==> config.mk <==
export PLATFORM = sky130hd
export DESIGN_NAME = allpass_param_sequencer
export DESIGN_NICKNAME = d
export VERILOG_FILES = /design/src/rtl/allpass_param_sequencer.sv
export SDC_FILE = /design/constraint.sdc
export NUM_CORES = 2
export LEC_CHECK = 0
export BUFFER_PORTS_ARGS = -buffer_cell sky130_fd_sc_hd__buf_2
export CORE_MARGIN = 4
export CORE_UTILIZATION = 60
export DETAILED_ROUTE_END_ITERATION = 10
export GPL_ROUTABILITY_DRIVEN = 0
export PLACE_DENSITY = 0.8
export SYNTH_ARGS = -nofsm -noshare
export SYNTH_HDL_FRONTEND = slang
export SYNTH_SLANG_ARGS = --single-unit
==> constraint.sdc <==
create_clock -name clk -period 7.9 [get_ports clk]
set_input_delay 1.185 -clock clk [delete_from_list [all_inputs] [get_ports clk]]
set_output_delay 1.185 -clock clk [all_outputs]
set_load 0.02 [all_outputs]
==> src/rtl/allpass_param_sequencer.sv <==
// Shadow/commit controller for a bank of allpass stages: writes land in shadow
// registers, a commit applies them on a sample boundary and gains then ramp to target.
module allpass_param_sequencer #(
  parameter int N_FILTERS   = 4,
  parameter int WIDTH       = 24,
  parameter int FIXED_POINT = 8,
  parameter int MAXLEN      = 8192,
  parameter int RAMP_SHIFT  = 2,
  localparam int W          = WIDTH + FIXED_POINT,
  localparam int IDX_W      = (N_FILTERS > 1) ? $clog2(N_FILTERS) : 1
) (
  input  logic                   clk,
  input  logic                   rstn,
  input  logic                   sample_tick,
  input  logic                   wr_valid,
  output logic                   wr_ready,
  input  logic [IDX_W-1:0]       wr_idx,
  input  logic [W-1:0]           wr_tau,
  input  logic [W-1:0]           wr_gain,
  input  logic                   commit,
  output logic                   busy,
  output logic                   cfg_error,
  output logic [N_FILTERS*W-1:0] tau_out,
  output logic [N_FILTERS*W-1:0] gain_out
);

  typedef enum logic [1:0] {IDLE, ARMED, APPLY, RAMP} state_e;

  localparam logic signed [W-1:0] TAU_RST  = W'(4096);
  localparam logic signed [W-1:0] TAU_MIN  = W'(1);
  localparam logic signed [W-1:0] TAU_MAX  = W'(MAXLEN - 1);
  localparam logic signed [W-1:0] GAIN_MAX = W'(255);
  localparam logic signed [W-1:0] GAIN_MIN = W'(-255);
  localparam logic signed [W:0]   STEP_HI  = (W+1)'(1 << RAMP_SHIFT);
  localparam logic signed [W:0]   STEP_LO  = (W+1)'(-(1 << RAMP_SHIFT));

  state_e state_q, state_d;
  logic   pending_q, pending_d, pend_now;
  logic   busy_q, busy_d;
  logic   wr_ready_q, wr_ready_d;
  logic   cfg_error_q, cfg_error_d;

  logic signed [W-1:0] tau_sh_q   [N_FILTERS];
  logic signed [W-1:0] tau_sh_d   [N_FILTERS];
  logic signed [W-1:0] gain_sh_q  [N_FILTERS];
  logic signed [W-1:0] gain_sh_d  [N_FILTERS];
  logic signed [W-1:0] target_q   [N_FILTERS];
  logic signed [W-1:0] target_d   [N_FILTERS];
  logic signed [W-1:0] tau_act_q  [N_FILTERS];
  logic signed [W-1:0] tau_act_d  [N_FILTERS];
  logic signed [W-1:0] gain_act_q [N_FILTERS];
  logic signed [W-1:0] gain_act_d [N_FILTERS];
  logic signed [W-1:0] ramp_val   [N_FILTERS];
  logic signed [W:0]   diff       [N_FILTERS];
  logic signed [W:0]   step       [N_FILTERS];

  logic                all_settled;
  logic                wr_accept, idx_ok, tau_clip, gain_clip;
  logic signed [W-1:0] tau_in, gain_in, tau_sat, gain_sat;

  always_comb begin
    tau_in    = $signed(wr_tau);
    gain_in   = $signed(wr_gain);
    tau_sat   = tau_in;
    tau_clip  = 1'b0;
    gain_sat  = gain_in;
    gain_clip = 1'b0;
    if (tau_in < TAU_MIN) begin
      tau_sat  = TAU_MIN;
      tau_clip = 1'b1;
    end else if (tau_in > TAU_MAX) begin
      tau_sat  = TAU_MAX;
      tau_clip = 1'b1;
    end
    if (gain_in < GAIN_MIN) begin
      gain_sat  = GAIN_MIN;
      gain_clip = 1'b1;
    end else if (gain_in > GAIN_MAX) begin
      gain_sat  = GAIN_MAX;
      gain_clip = 1'b1;
    end
    idx_ok    = int'(wr_idx) < N_FILTERS;
    wr_accept = wr_valid & wr_ready_q;
  end

  // Difference is one bit wider than the word so target - gain never wraps.
  always_comb begin
    all_settled = 1'b1;
    for (int i = 0; i < N_FILTERS; i++) begin
      diff[i] = {target_q[i][W-1], target_q[i]} - {gain_act_q[i][W-1], gain_act_q[i]};
      step[i] = diff[i] >>> RAMP_SHIFT;
      if (diff[i] > STEP_LO && diff[i] < STEP_HI) begin
        ramp_val[i] = target_q[i];
      end else begin
        ramp_val[i] = gain_act_q[i] + step[i][W-1:0];
      end
      if (ramp_val[i] != target_q[i]) begin
        all_settled = 1'b0;
      end
    end
  end

  always_ff @(posedge clk or negedge rstn) begin
    if (!rstn) begin
      state_q   <= IDLE;
      pending_q <= 1'b0;
    end else begin
      state_q   <= state_d;
      pending_q <= pending_d;
    end
  end

  always_comb begin
    state_d   = state_q;
    pend_now  = pending_q | (commit & ((state_q == APPLY) | (state_q == RAMP)));
    pending_d = pend_now;
    case (state_q)
      IDLE:  if (commit) state_d = ARMED;
      ARMED: if (sample_tick) state_d = APPLY;
      APPLY: state_d = RAMP;
      RAMP: begin
        if (sample_tick && all_settled) begin
          state_d   = pend_now ? ARMED : IDLE;
          pending_d = 1'b0;
        end
      end
      default: state_d = IDLE;
    endcase
  end

  always_comb begin
    tau_sh_d    = tau_sh_q;
    gain_sh_d   = gain_sh_q;
    target_d    = target_q;
    tau_act_d   = tau_act_q;
    gain_act_d  = gain_act_q;
    cfg_error_d = wr_accept & (~idx_ok | tau_clip | gain_clip);
    if (wr_accept && idx_ok) begin
      tau_sh_d[wr_idx]  = tau_sat;
      gain_sh_d[wr_idx] = gain_sat;
    end
    if (state_q == APPLY) begin
      tau_act_d = tau_sh_q;
      target_d  = gain_sh_q;
    end
    if (state_q == RAMP && sample_tick) begin
      gain_act_d = ramp_val;
    end
    busy_d     = (state_d != IDLE) | pending_d;
    wr_ready_d = (state_d != APPLY);
  end

  always_ff @(posedge clk or negedge rstn) begin
    if (!rstn) begin
      for (int i = 0; i < N_FILTERS; i++) begin
        tau_sh_q[i]   <= TAU_RST;
        gain_sh_q[i]  <= '0;
        target_q[i]   <= '0;
        tau_act_q[i]  <= TAU_RST;
        gain_act_q[i] <= '0;
      end
      busy_q      <= 1'b0;
      wr_ready_q  <= 1'b1;
      cfg_error_q <= 1'b0;
    end else begin
      tau_sh_q    <= tau_sh_d;
      gain_sh_q   <= gain_sh_d;
      target_q    <= target_d;
      tau_act_q   <= tau_act_d;
      gain_act_q  <= gain_act_d;
      busy_q      <= busy_d;
      wr_ready_q  <= wr_ready_d;
      cfg_error_q <= cfg_error_d;
    end
  end

  always_comb begin
    tau_out  = '0;
    gain_out = '0;
    for (int i = 0; i < N_FILTERS; i++) begin
      tau_out[i*W +: W]  = tau_act_q[i];
      gain_out[i*W +: W] = gain_act_q[i];
    end
  end

  assign busy      = busy_q;
  assign wr_ready  = wr_ready_q;
  assign cfg_error = cfg_error_q;

endmodule

==> results.sh <==
export IMPL_crit_required_ps=8380
export IMPL_via_per_inst=6.36
export IMPL_synth_edf_count=0
export IMPL_cap_violations=0
export IMPL_rsz0062_at_grt="no"
export IMPL_synth_net_count=5282
export IMPL_fin_skew_ps=34.4
export IMPL_clock_latency_ps=630
export IMPL_slowest_stage="or4_1"
export IMPL_finalHoldViolCount=0
export IMPL_cts_htree_levels=3
export IMPL_yosys_warnings=0
export IMPL_multiInputGateArea_um2=25900
export IMPL_vias=39300
export IMPL_root_buffer="clkbuf_16"
export IMPL_worst_pin_slew_ps=1250
export IMPL_clk_pin_slew_ps=60
export IMPL_hold_class="flop to flop"
export IMPL_drcViolationCount=0
export IMPL_synthFlopType="dfrtp_1"
export IMPL_grt_max_degree=174
export IMPL_num_rows=98
export IMPL_die_area_um2=77400
export IMPL_io_buffer_count=329
export IMPL_endpoint_kind="flop"
export IMPL_tritoncts="done"
export IMPL_area_growth_pct=11.2
export IMPL_tns_ps=0
export IMPL_grt_ovfl_total=0
export IMPL_drt_initial_drc_count=3730
export IMPL_io_pins=330
export IMPL_synthArstFlopShare_pct=100
export IMPL_clockBufferDepth=3
export IMPL_synth_top_cell_area_share_pct=36.4
export IMPL_synthCells=4959
export IMPL_cp_max_fo=6
export IMPL_die_x_um=278
export IMPL_slowest_delay_ps=520
export IMPL_die_h_um=278
export IMPL_yosys_area_top_type="dfrtp_1"
export IMPL_seqCellArea_um2=16200
export IMPL_synth_distinct_cells=99
export IMPL_numCtsBuffers=71
export IMPL_nets=5498
export IMPL_status="finished, final reports clean"
export IMPL_drive_above_1_share_pct=15.6
export IMPL_dp_hpwl_um=96900
export IMPL_wl_per_cell_um=21.2
export IMPL_n_fill_cell=5839
export IMPL_setup_viol=0
export IMPL_fin_area_um2=48700
export IMPL_slew_headroom_pct=15.7
export IMPL_firstDrtPassIters=6
export IMPL_holdWs_ps=470
export IMPL_antenna_found_initial=5
export IMPL_grt_first_pass_wirelength_um=207000
export IMPL_drv_slew=0
export IMPL_grtUsageTotal_pct=32.8
export IMPL_arrival_ps=8010
export IMPL_ys_seq_area_share_pct=36.9
export IMPL_cts_sinks=646
export IMPL_timing_fmax_mhz=133
export IMPL_start_util_pct=60.9
export IMPL_syn_avg_cell_area_um2=8.83
export IMPL_synth_cell_area_um2=43800
export IMPL_crit_type="flop to flop"
export IMPL_fin_crit_sh_pct=95.3
export IMPL_period_needed_ps=7530
export IMPL_placed_area_um2=46100
export IMPL_core_area_um2=71900
export IMPL_routed_wl_um=131000
export IMPL_synth_area_leaders="dfrtp_1, ha_1, mux2_2"
export IMPL_start_kind="flop"
export IMPL_ant_nets=0
export IMPL_grt_pass1_vias=37800
export IMPL_yosys_register_bits=646
logic make-up (layout without fill, tap and decap cells):
| kind of cell | count (synthesis) | count (layout) | share of synthesized area, % |
|---|---|---|---|
| XOR/XNOR | 272 | 272 | 5.94 |
| other | 0 | 4 | 0 |
| multiplexers | 312 | 312 | 7.87 |
| AND/OR/NAND/NOR | 1687 | 1687 | 18.5 |
| adder cells (fa/ha/maj) | 258 | 258 | 7.48 |
| flip-flops | 646 | 646 | 36.9 |
| AO/OA/AOI/OAI | 1326 | 1326 | 19.3 |
| buffers and inverters | 458 | 731 | 3.99 |
layout by cell type (no fill, tap or decap), types with 46 or more instances in the layout:
cell,synthesis,layout
mux2_2,249,249
clkbuf_16,0,74
nand2b_1,51,51
inv_1,227,227
nor3_1,102,102
and2_1,108,108
o21ai_0,382,378
a21oi_1,321,320
nand3_1,87,86
buf_2,12,328
nor2b_1,46,46
nand2_1,674,672
nand4_1,76,76
a211oi_1,59,59
nor2_1,290,289
xor2_1,84,84
ha_1,244,244
a21o_1,117,117
xnor2_1,172,172
o211ai_1,48,48
nor4_1,58,57
mux2i_1,62,62
dfrtp_1,637,637
metrics by stage:
step                      utilization [%]  instances  setup slack [ps]
after floorplan                         -       4959              1080
after global placement               64.2       6049               590
after detailed placement             64.2       6049               366
after CTS                            67.7       6179               337
after global routing                 67.8       6183              39.3
final                                67.8       6186               375
Yosys cell counts (51+ instances only):
library cell and number:
nand2b_1 51, and2_1 108, a21oi_1 321, dfrtp_1 637, nand4_1 76, inv_1 227
nor3_1 102, nor4_1 58, mux2i_1 62, o21ai_0 382, xor2_1 84, ha_1 244
a211oi_1 59, nand3_1 87, nor2_1 290, mux2_2 249, a21o_1 117, clkbuf_1 210
xnor2_1 172, nand2_1 674
sequential cells by signal, indices dropped and copies added, names as in the netlist, 2 cells and up:
signal,cells
target_q,128
tau_sh_q,128
state_q,2
tau_out,128
gain_sh_q,128
gain_out,128
final timing paths:
check | startpoint | endpoint | slack [ps] | cells after the start
worst min-delay path | gain_sh_q[48] | gain_sh_q[48] | 470 | 2
worst min register to register | gain_sh_q[48] | gain_sh_q[48] | 470 | 2
min in group asynchronous | rstn | gain_out[13] | 540 | 1
worst max register to register | target_q[0] | pending_q | 370 | 30
worst max-delay path | target_q[0] | pending_q | 370 | 30
max in group asynchronous | rstn | target_q[76] | 6020 | 2
repair_timing:
item | in CTS | in global routing
resized for setup | 0 | 3
setup endpoints to repair | 0 | 4
hold buffers | 0 | 0
setup buffers | 0 | 3
routing by layer:
metal	GRT usage, %	wire length, um	vias up
li1	-	-	18300
met1	42.6	52800	18900
met2	53.0	59800	1817
met3	7.26	12200	365
met4	14.6	6500	0
met5	0	0	-
cell type report:
cell class,count,area share [%]
well taps,950,2.44
flip-flops and latches,646,33.2
multi-input cells,3855,53.2
repair buffers,374,4.20
clock buffers,95,4.23
inverters,227,1.75
clock inverters,35,0.904
diodes,4,0.0206
critical path, delay by kind of cell (launching register included):
family                     cells  cell delay, ps
and+or+nand+nor                4             990
adders and majority gates      3             970
buffers and inverters          6             850
AOI/OAI and AO/OA             15            3760
DFF                            1             380
xor gates and xnor gates       2             450
Power is not shown: default switching activity piles up to over one toggle a cycle in this logic, so the estimate is an artifact.
